$ cat config.mk
export PLATFORM = sky130hd
export DESIGN_NAME = sync_filter
export DESIGN_NICKNAME = d
export VERILOG_FILES = /design/src/rtl/sync_filter.sv
export SDC_FILE = /design/constraint.sdc
export NUM_CORES = 1
export LEC_CHECK = 0
export ABC_AREA = 1
export CELL_PAD_IN_SITES_DETAIL_PLACEMENT = 1
export CELL_PAD_IN_SITES_GLOBAL_PLACEMENT = 1
export CORE_AREA = 10 10 47 49
export CTS_BUF_LIST = sky130_fd_sc_hd__clkbuf_2 sky130_fd_sc_hd__clkbuf_4 sky130_fd_sc_hd__clkbuf_8
export DETAILED_ROUTE_END_ITERATION = 6
export DIE_AREA = 0 0 57 59
export PLACE_DENSITY = 0.42
export SLEW_MARGIN = 30
export SYNTH_ARGS = -nofsm -noshare
export SYNTH_HDL_FRONTEND = slang
export SYNTH_SLANG_ARGS = --single-unit
$ cat constraint.sdc
create_clock -name clk_i -period 1 [get_ports clk_i]
set_input_delay 0.2 -clock clk_i [delete_from_list [all_inputs] [get_ports clk_i]]
set_output_delay 0.2 -clock clk_i [all_outputs]
set_load 0.02 [all_outputs]
$ cat src/rtl/sync_filter.sv
// sync_filter: multi-bit CDC synchroniser with a per-bit stability filter and a change pulse.
// Define SYNC_FILTER_EDGE_EN to add the per-bit rise_o/fall_o edge-pulse outputs.
module sync_filter #(
    parameter int              WIDTH       = 1,
    parameter int              STAGES      = 2,
    parameter int              FILT_CYCLES = 4,
    parameter logic [WIDTH-1:0] RST_VAL    = '0
) (
    input  logic             clk_i,
    input  logic             rst_ni,
    input  logic [WIDTH-1:0] data_i,
    output logic [WIDTH-1:0] data_o,
    output logic             chg_o
`ifdef SYNC_FILTER_EDGE_EN
    ,
    output logic [WIDTH-1:0] rise_o,
    output logic [WIDTH-1:0] fall_o
`endif
);

    localparam int               CNT_W   = (FILT_CYCLES > 1) ? $clog2(FILT_CYCLES) : 1;
    localparam logic [CNT_W-1:0] CNT_MAX = CNT_W'(FILT_CYCLES - 1);

    logic [WIDTH-1:0] sync_q [STAGES];
    logic [WIDTH-1:0] sync_s;
    logic [CNT_W-1:0] cnt_q  [WIDTH];
    logic [WIDTH-1:0] upd;

    // NOTE: every stage of the chain is a reset flop, not a RAM, so the whole
    // array is cleared to RST_VAL; sequential state uses <= only.
    always_ff @(posedge clk_i or negedge rst_ni) begin
        if (!rst_ni) begin
            for (int k = 0; k < STAGES; k++) begin
                sync_q[k] <= RST_VAL;
            end
        end else begin
            sync_q[0] <= data_i;
            for (int k = 1; k < STAGES; k++) begin
                sync_q[k] <= sync_q[k-1];
            end
        end
    end

    assign sync_s = sync_q[STAGES-1];

    // NOTE: default assignment first so the loop can never leave a latch.
    always_comb begin
        upd = '0;
        for (int i = 0; i < WIDTH; i++) begin
            upd[i] = (sync_s[i] != data_o[i]) && (cnt_q[i] == CNT_MAX);
        end
    end

    // A counter restarts whenever the level agrees again or has just been accepted,
    // so a short disagreement is discarded and the counter never passes CNT_MAX.
    always_ff @(posedge clk_i or negedge rst_ni) begin
        if (!rst_ni) begin
            for (int i = 0; i < WIDTH; i++) begin
                cnt_q[i] <= '0;
            end
        end else begin
            for (int i = 0; i < WIDTH; i++) begin
                if ((sync_s[i] == data_o[i]) || upd[i]) begin
                    cnt_q[i] <= '0;
                end else begin
                    cnt_q[i] <= cnt_q[i] + CNT_W'(1);
                end
            end
        end
    end

    always_ff @(posedge clk_i or negedge rst_ni) begin
        if (!rst_ni) begin
            data_o <= RST_VAL;
            chg_o  <= 1'b0;
        end else begin
            data_o <= (data_o & ~upd) | (sync_s & upd);
            chg_o  <= |upd;
        end
    end

`ifdef SYNC_FILTER_EDGE_EN
    // Edge pulses are registered alongside data_o so they coincide with its update.
    always_ff @(posedge clk_i or negedge rst_ni) begin
        if (!rst_ni) begin
            rise_o <= '0;
            fall_o <= '0;
        end else begin
            rise_o <= upd & sync_s;
            fall_o <= upd & ~sync_s;
        end
    end
`endif

endmodule

==> flow_summary.toml, run 1 <==
[detailed_routing]
vias_per_cell = 3.61
drcViolationCount = 0
wl_per_cell_um = 9.57
drt_first_iter_violations = 0
drtAntennaViolNets = 0
dr.pass1.iters = 1
num_vias = 159
totalWireLength_um = 421

[floorplanning]
die_area_um2 = 3360
ios = 5
rows = 14
die_y_um = 59
die_x_um = 57
initial_utilization_pct = 15.8
coreArea_um2 = 1400

[sta]
hold_viol = 0
grt_setup_unrepaired = "yes"
fin_skew_ns = 0.000581
worst_slew_pin_slew_ns = 0.280
setup_viol = 0
period_needed_ns = 0.960
relSlewSlack_pct = 81.3
fmax_mhz = 1040
setup_ws_ns = 0.0399
finalMaxSlewViolations = 0
period_share_pct = 96.0

[placed_design]
dp_hpwl_um = 338
placed_area_um2 = 289
port-buffer-count = 4
placed_cells = 41
globalplace.congestion = 0.655
place_worst_setup_slack_ns = -0.135

[worst_setup_path]
crit_arrival_ns = 0.76
required_ns = 0.80
startpoint_type = "flip-flop"
slowest_stage = "dfrtp_1"
critPathMaxStageDelay_ns = 0.38
crit_fanout = 2
endpoint_kind = "output pin"
path_buf_inv = 1
critPathKind = "flip-flop to output pin"
crit_chain = "buf_6"
cp_top_family = "flip-flops"

[run_status]
status = "completed"

[logic_synthesis]
yosysSeqAreaShare_pct = 67.8
syn_nets = 24
synth_common_cells = "dfrtp_1, inv_1, nand2_1, nor2_1"
synth.top_cell.area_share_pct = 67.8
netlist_area_um2 = 221
synth_cell_types = 8
yosys_warnings = 0
syn_area_per_cell_um2 = 11.1
synth-async-reset-ratio_pct = 100
yosys_most_used_dff = "dfrtp_1"
synthTopCellsByArea = "dfrtp_1, inv_1, ha_1, nand2_1, nor2_1"
yosysMostFrequentCell = "dfrtp_1"
ys_seq_elements = 6
netlist_instances = 20
synth_edf_count = 0
synth_top_area_cell = "dfrtp_1"

[cells_and_area]
final.fill_count = 174
fin_cells = 44
diodes = 0
final_cell_area_um2 = 310
area_growth_pct = 40.1
multiInputGateArea_um2 = 58.8
layout-drive-gt1-share_pct = 35.7
register_area_um2 = 150
nets = 34

[worst_hold_path]
hold_path_class = "input port to asynchronous set/reset pin"

[global_route]
grt_max_degree = 7
grt_pass1_vias = 210
overflow = 0
track_usage_pct = 3.68
grt_antenna_before_repair = 0
grt_pass1_wl_um = 841

[cts]
cts_root_buffer = "clkbuf_4"
htreeDepth = 1
cts_setup_buffers = 0
cts_tree = "done"
clk_pin_slew_worst_paths_ns = 0.04
cts.sinks = 6
clock_path_buffers = 2
clock_latency_ns = 0.24
hold_buffers = 0
cts_buffers = 3

[power]
leakage_nw = 0.159
ir_drop_mv = 0.561
p_per_area_nw_per_um2 = 2650

[flow_run]
maxCapViolCount = 0
==> metrics by stage <==
stage / hold WS (ns) / power (W) / setup TNS [ns] / util, %
floorplan: -0.0956 / 0.000476 / 0 / -
global placement: 0.334 / 0.000578 / -0.223 / 20.6
detailed placement: 0.341 / 0.000600 / -0.250 / 20.6
CTS: 0.207 / 0.000814 / 0 / 21.5
global route: 0.209 / 0.000899 / -0.00175 / 22.1
finish: 0.199 / 0.000821 / 0 / 22.1
==> placed cells by master (no fill, tap or decap) <==
master / count
nor2_1: 3
buf_6: 1
nand2_1: 3
nand3_2: 1
buf_4: 1
inv_1: 3
ha_2: 1
dfrtp_1: 6
inv_2: 1
buf_2: 1
clkbuf_4: 3
clkdlybuf4s50_1: 2
o21ai_0: 1
nand2_2: 1
==> kinds of logic (layout without fill, tap and decap cells) <==
family | count (synthesis) | in the layout | share of synthesized area [%]
adder cells (fa/ha/maj) | 1 | 1 | 5.65
flip-flops | 6 | 6 | 67.8
buffers and inverters | 4 | 12 | 6.78
AND/OR/NAND/NOR | 8 | 8 | 17.5
AO/OA/AOI/OAI | 1 | 1 | 2.26
==> final timing paths <==
| path | from | to | slack, ns | cells after the start |
|---|---|---|---|---|
| worst max-delay path | flip-flop | data_o | 0.04 | 1 |
| worst min-delay path | rst_ni | cnt_q[0] | 0.20 | 1 |
| worst max register to register | cnt_q[0] | cnt_q[1] | 0.10 | 3 |
| worst min register to register | sync_q[1] | sync_s | 0.35 | 0 |
| max in group asynchronous | rst_ni | asynchronous set/reset pin | 0.58 | 1 |
| min in group clk_i | sync_q[1] | sync_s | 0.35 | 0 |
==> layout make-up <==
type                            instances  share of cell area (%)
Sequential cell                         6                    48.4
Multi-Input combinational cell         10                    19.0
Inverter                                4                    4.84
Clock buffer                            3                    7.26
Timing Repair Buffer                    5                    14.1
Tap cell                               16                    6.45
==> report_power, final <==
part / leakage [nW] / internal [W] / switching (W) / total (W)
Combinational: 0.0698 / 0.000122 / 0.000139 / 0.000262
Sequential: 0.0753 / 0.000305 / 0.0000316 / 0.000336
Clock: 0.0138 / 0.000136 / 0.0000876 / 0.000223
==> routing by layer <==
metal / global-route usage [%] / wire (um) / vias to the layer above
met5: 0 / 0 / -
met4: 5.03 / 24 / 0
met3: 3.22 / 53 / 3
met2: 4.50 / 186 / 8
met1: 3.11 / 157 / 73
li1: - / - / 75
==> what timing repair did <==
item / in CTS / in global routing
gates resized for setup: 8 / 4
gates cloned: 0 / 0
setup endpoints to repair: 2 / 3
hold endpoints to repair: 0 / 0
No activity file was read; power rests on OpenSTA's default activity.
==> inputs of run 2 (changes only) <==
CTS_CLUSTER_SIZE = 24   (was not set)
==> results of run 2 <==
The final DEF is identical to that of run 1; final timing and power are the same.
==> inputs of run 3 (changes only) <==
CORE_AREA = 2 2 39 41   (was 10 10 47 49)
DIE_AREA = 0 0 41 43   (was 0 0 57 59)
==> run 3 against run 2 <==
Net effect: count of clock-buffer cells in the layout unchanged; first-iteration DRC count increased by 3; utilization increased by 0.46 points; routed wire length decreased by 4.0%; via count decreased by 0.63%; final cell count unchanged; sequential share of layout area decreased by 0.39 points; largest power group unchanged.
==> flow_summary.toml, run 3 (synthesis gave the netlist of run 1 again) <==
[worst_setup_path]
path_buf_inv = 1
cp_top_family = "flip-flops"
endpoint_kind = "output pin"
critPathKind = "flip-flop to output pin"
crit_arrival_ns = 0.76
crit_fanout = 2
startpoint_type = "flip-flop"
slowest_stage = "dfrtp_1"
crit_chain = "buf_6"
critPathMaxStageDelay_ns = 0.38
required_ns = 0.80

[global_route]
grt_pass1_wl_um = 696
met2_usage_pct = 8.44
track_usage_pct = 6.66
grt_max_degree = 7
grt_pass1_vias = 169
met1_usage_pct = 6.86
grt_antenna_before_repair = 0
grtUsageMet3_pct = 3.14
overflow = 0
grt_busiest_layer = "met2"

[cts]
clock_path_buffers = 2
clock_latency_ns = 0.24
cts_tree = "done"
cts_root_buffer = "clkbuf_4"
hold_buffers = 0
cts_setup_buffers = 0
htreeDepth = 1
cts_buffers = 3
clk_pin_slew_worst_paths_ns = 0.05
cts.sinks = 6

[floorplanning]
rows = 14
die_area_um2 = 1760
die_y_um = 43
coreArea_um2 = 1380
ios = 5
initial_utilization_pct = 16.0
die_x_um = 41

[sta]
relSlewSlack_pct = 80.9
hold_viol = 0
setup_tns_ns = 0
fin_skew_ns = 0.00184
setup_ws_ns = 0.0389
setup_viol = 0
finalMaxSlewViolations = 0
worst_slew_pin_slew_ns = 0.285
period_needed_ns = 0.961
fmax_mhz = 1040
period_share_pct = 96.1

[placed_design]
place_worst_setup_slack_ns = -0.131
dp_hpwl_um = 296
port-buffer-count = 4
placed_area_um2 = 289
globalplace.congestion = 0.644

[power]
ir_drop_mv = 0.712
leakage_nw = 0.159
p_per_area_nw_per_um2 = 2630

[flow_run]
maxCapViolCount = 0

[cells_and_area]
final.fill_count = 165
nets = 34
utilization_pct = 22.6
final_cell_area_um2 = 313
final_common_cell = "dfrtp_1"
layout-drive-gt1-share_pct = 35.7
area_growth_pct = 41.2
diodes = 0
layout_common_cells = "dfrtp_1, inv_1, nand2_1, clkbuf_4"

[detailed_routing]
dr.pass1.iters = 2
drtAntennaViolNets = 0
wl_per_cell_um = 9.18
drt_first_iter_violations = 3
totalWireLength_um = 404
num_vias = 158
vias_per_cell = 3.59
drcViolationCount = 0

[run_status]
status = "completed"

[worst_hold_path]
hold_path_class = "input port to asynchronous set/reset pin"
==> run 3: cell count changes in the layout (fill, tap and decap cells not counted) <==
| cell | before | now |
|---|---|---|
| inv_1 | 3 | 4 |
| inv_2 | 1 | 0 |
| nor2_1 | 3 | 2 |
| nor2_2 | 0 | 1 |
==> run 3: per-layer routing <==
metal | vias to the layer above | share of wire (%)
met5 | - | 0
met4 | 0 | 0.99
met3 | 2 | 5.7
met2 | 3 | 50
met1 | 78 | 43
li1 | 75 | -
==> run 3: worst paths after layout <==
check / from / end / slack [ns] / cells after the start
min in group clk_i: sync_q[1] / sync_s / 0.35 / 0
max reg2reg: cnt_q[0] / cnt_q[0] / 0.07 / 4
min reg2reg: sync_q[1] / sync_s / 0.35 / 0
max: flip-flop / data_o / 0.04 / 1
max in group asynchronous: rst_ni / sync_q[1] / 0.58 / 1
min: rst_ni / cnt_q[0] / 0.20 / 1
==> run 3: area by class of cell <==
type / instances / area [um^2] / share of cell area (%)
well taps: 16 / 20.0 / 6.40
clock buffers: 3 / 22.5 / 7.20
flip-flops and latches: 6 / 150 / 48.0
inverters: 4 / 15.0 / 4.80
repair buffers: 5 / 43.8 / 14.0
multi-input cells: 10 / 61.3 / 19.6
==> run 3: stage by stage <==
stage	power, W	hold slack [ns]	instances
6_report	0.000823	0.203	44
3_5_place_dp	0.000590	0.336	41
5_1_grt	0.000899	0.219	44
3_3_place_gp	0.000575	0.332	41
2_1_floorplan	0.000476	-0.0956	20
4_1_cts	0.000801	0.209	44
==> run 3: timing repair <==
action	in CTS	in global routing
gates resized for setup	8	4
endpoints found under the setup margin	2	3
pin swaps	0	0
==> run 3: power breakdown <==
part	switching, W	internal [W]	leakage, nW	total [W]
sequential	0.0000349	0.000305	0.0753	0.000340
clock	0.0000894	0.000136	0.0138	0.000225
combinational	0.000136	0.000122	0.0697	0.000258
total	0.000260	0.000563	0.159	0.000823
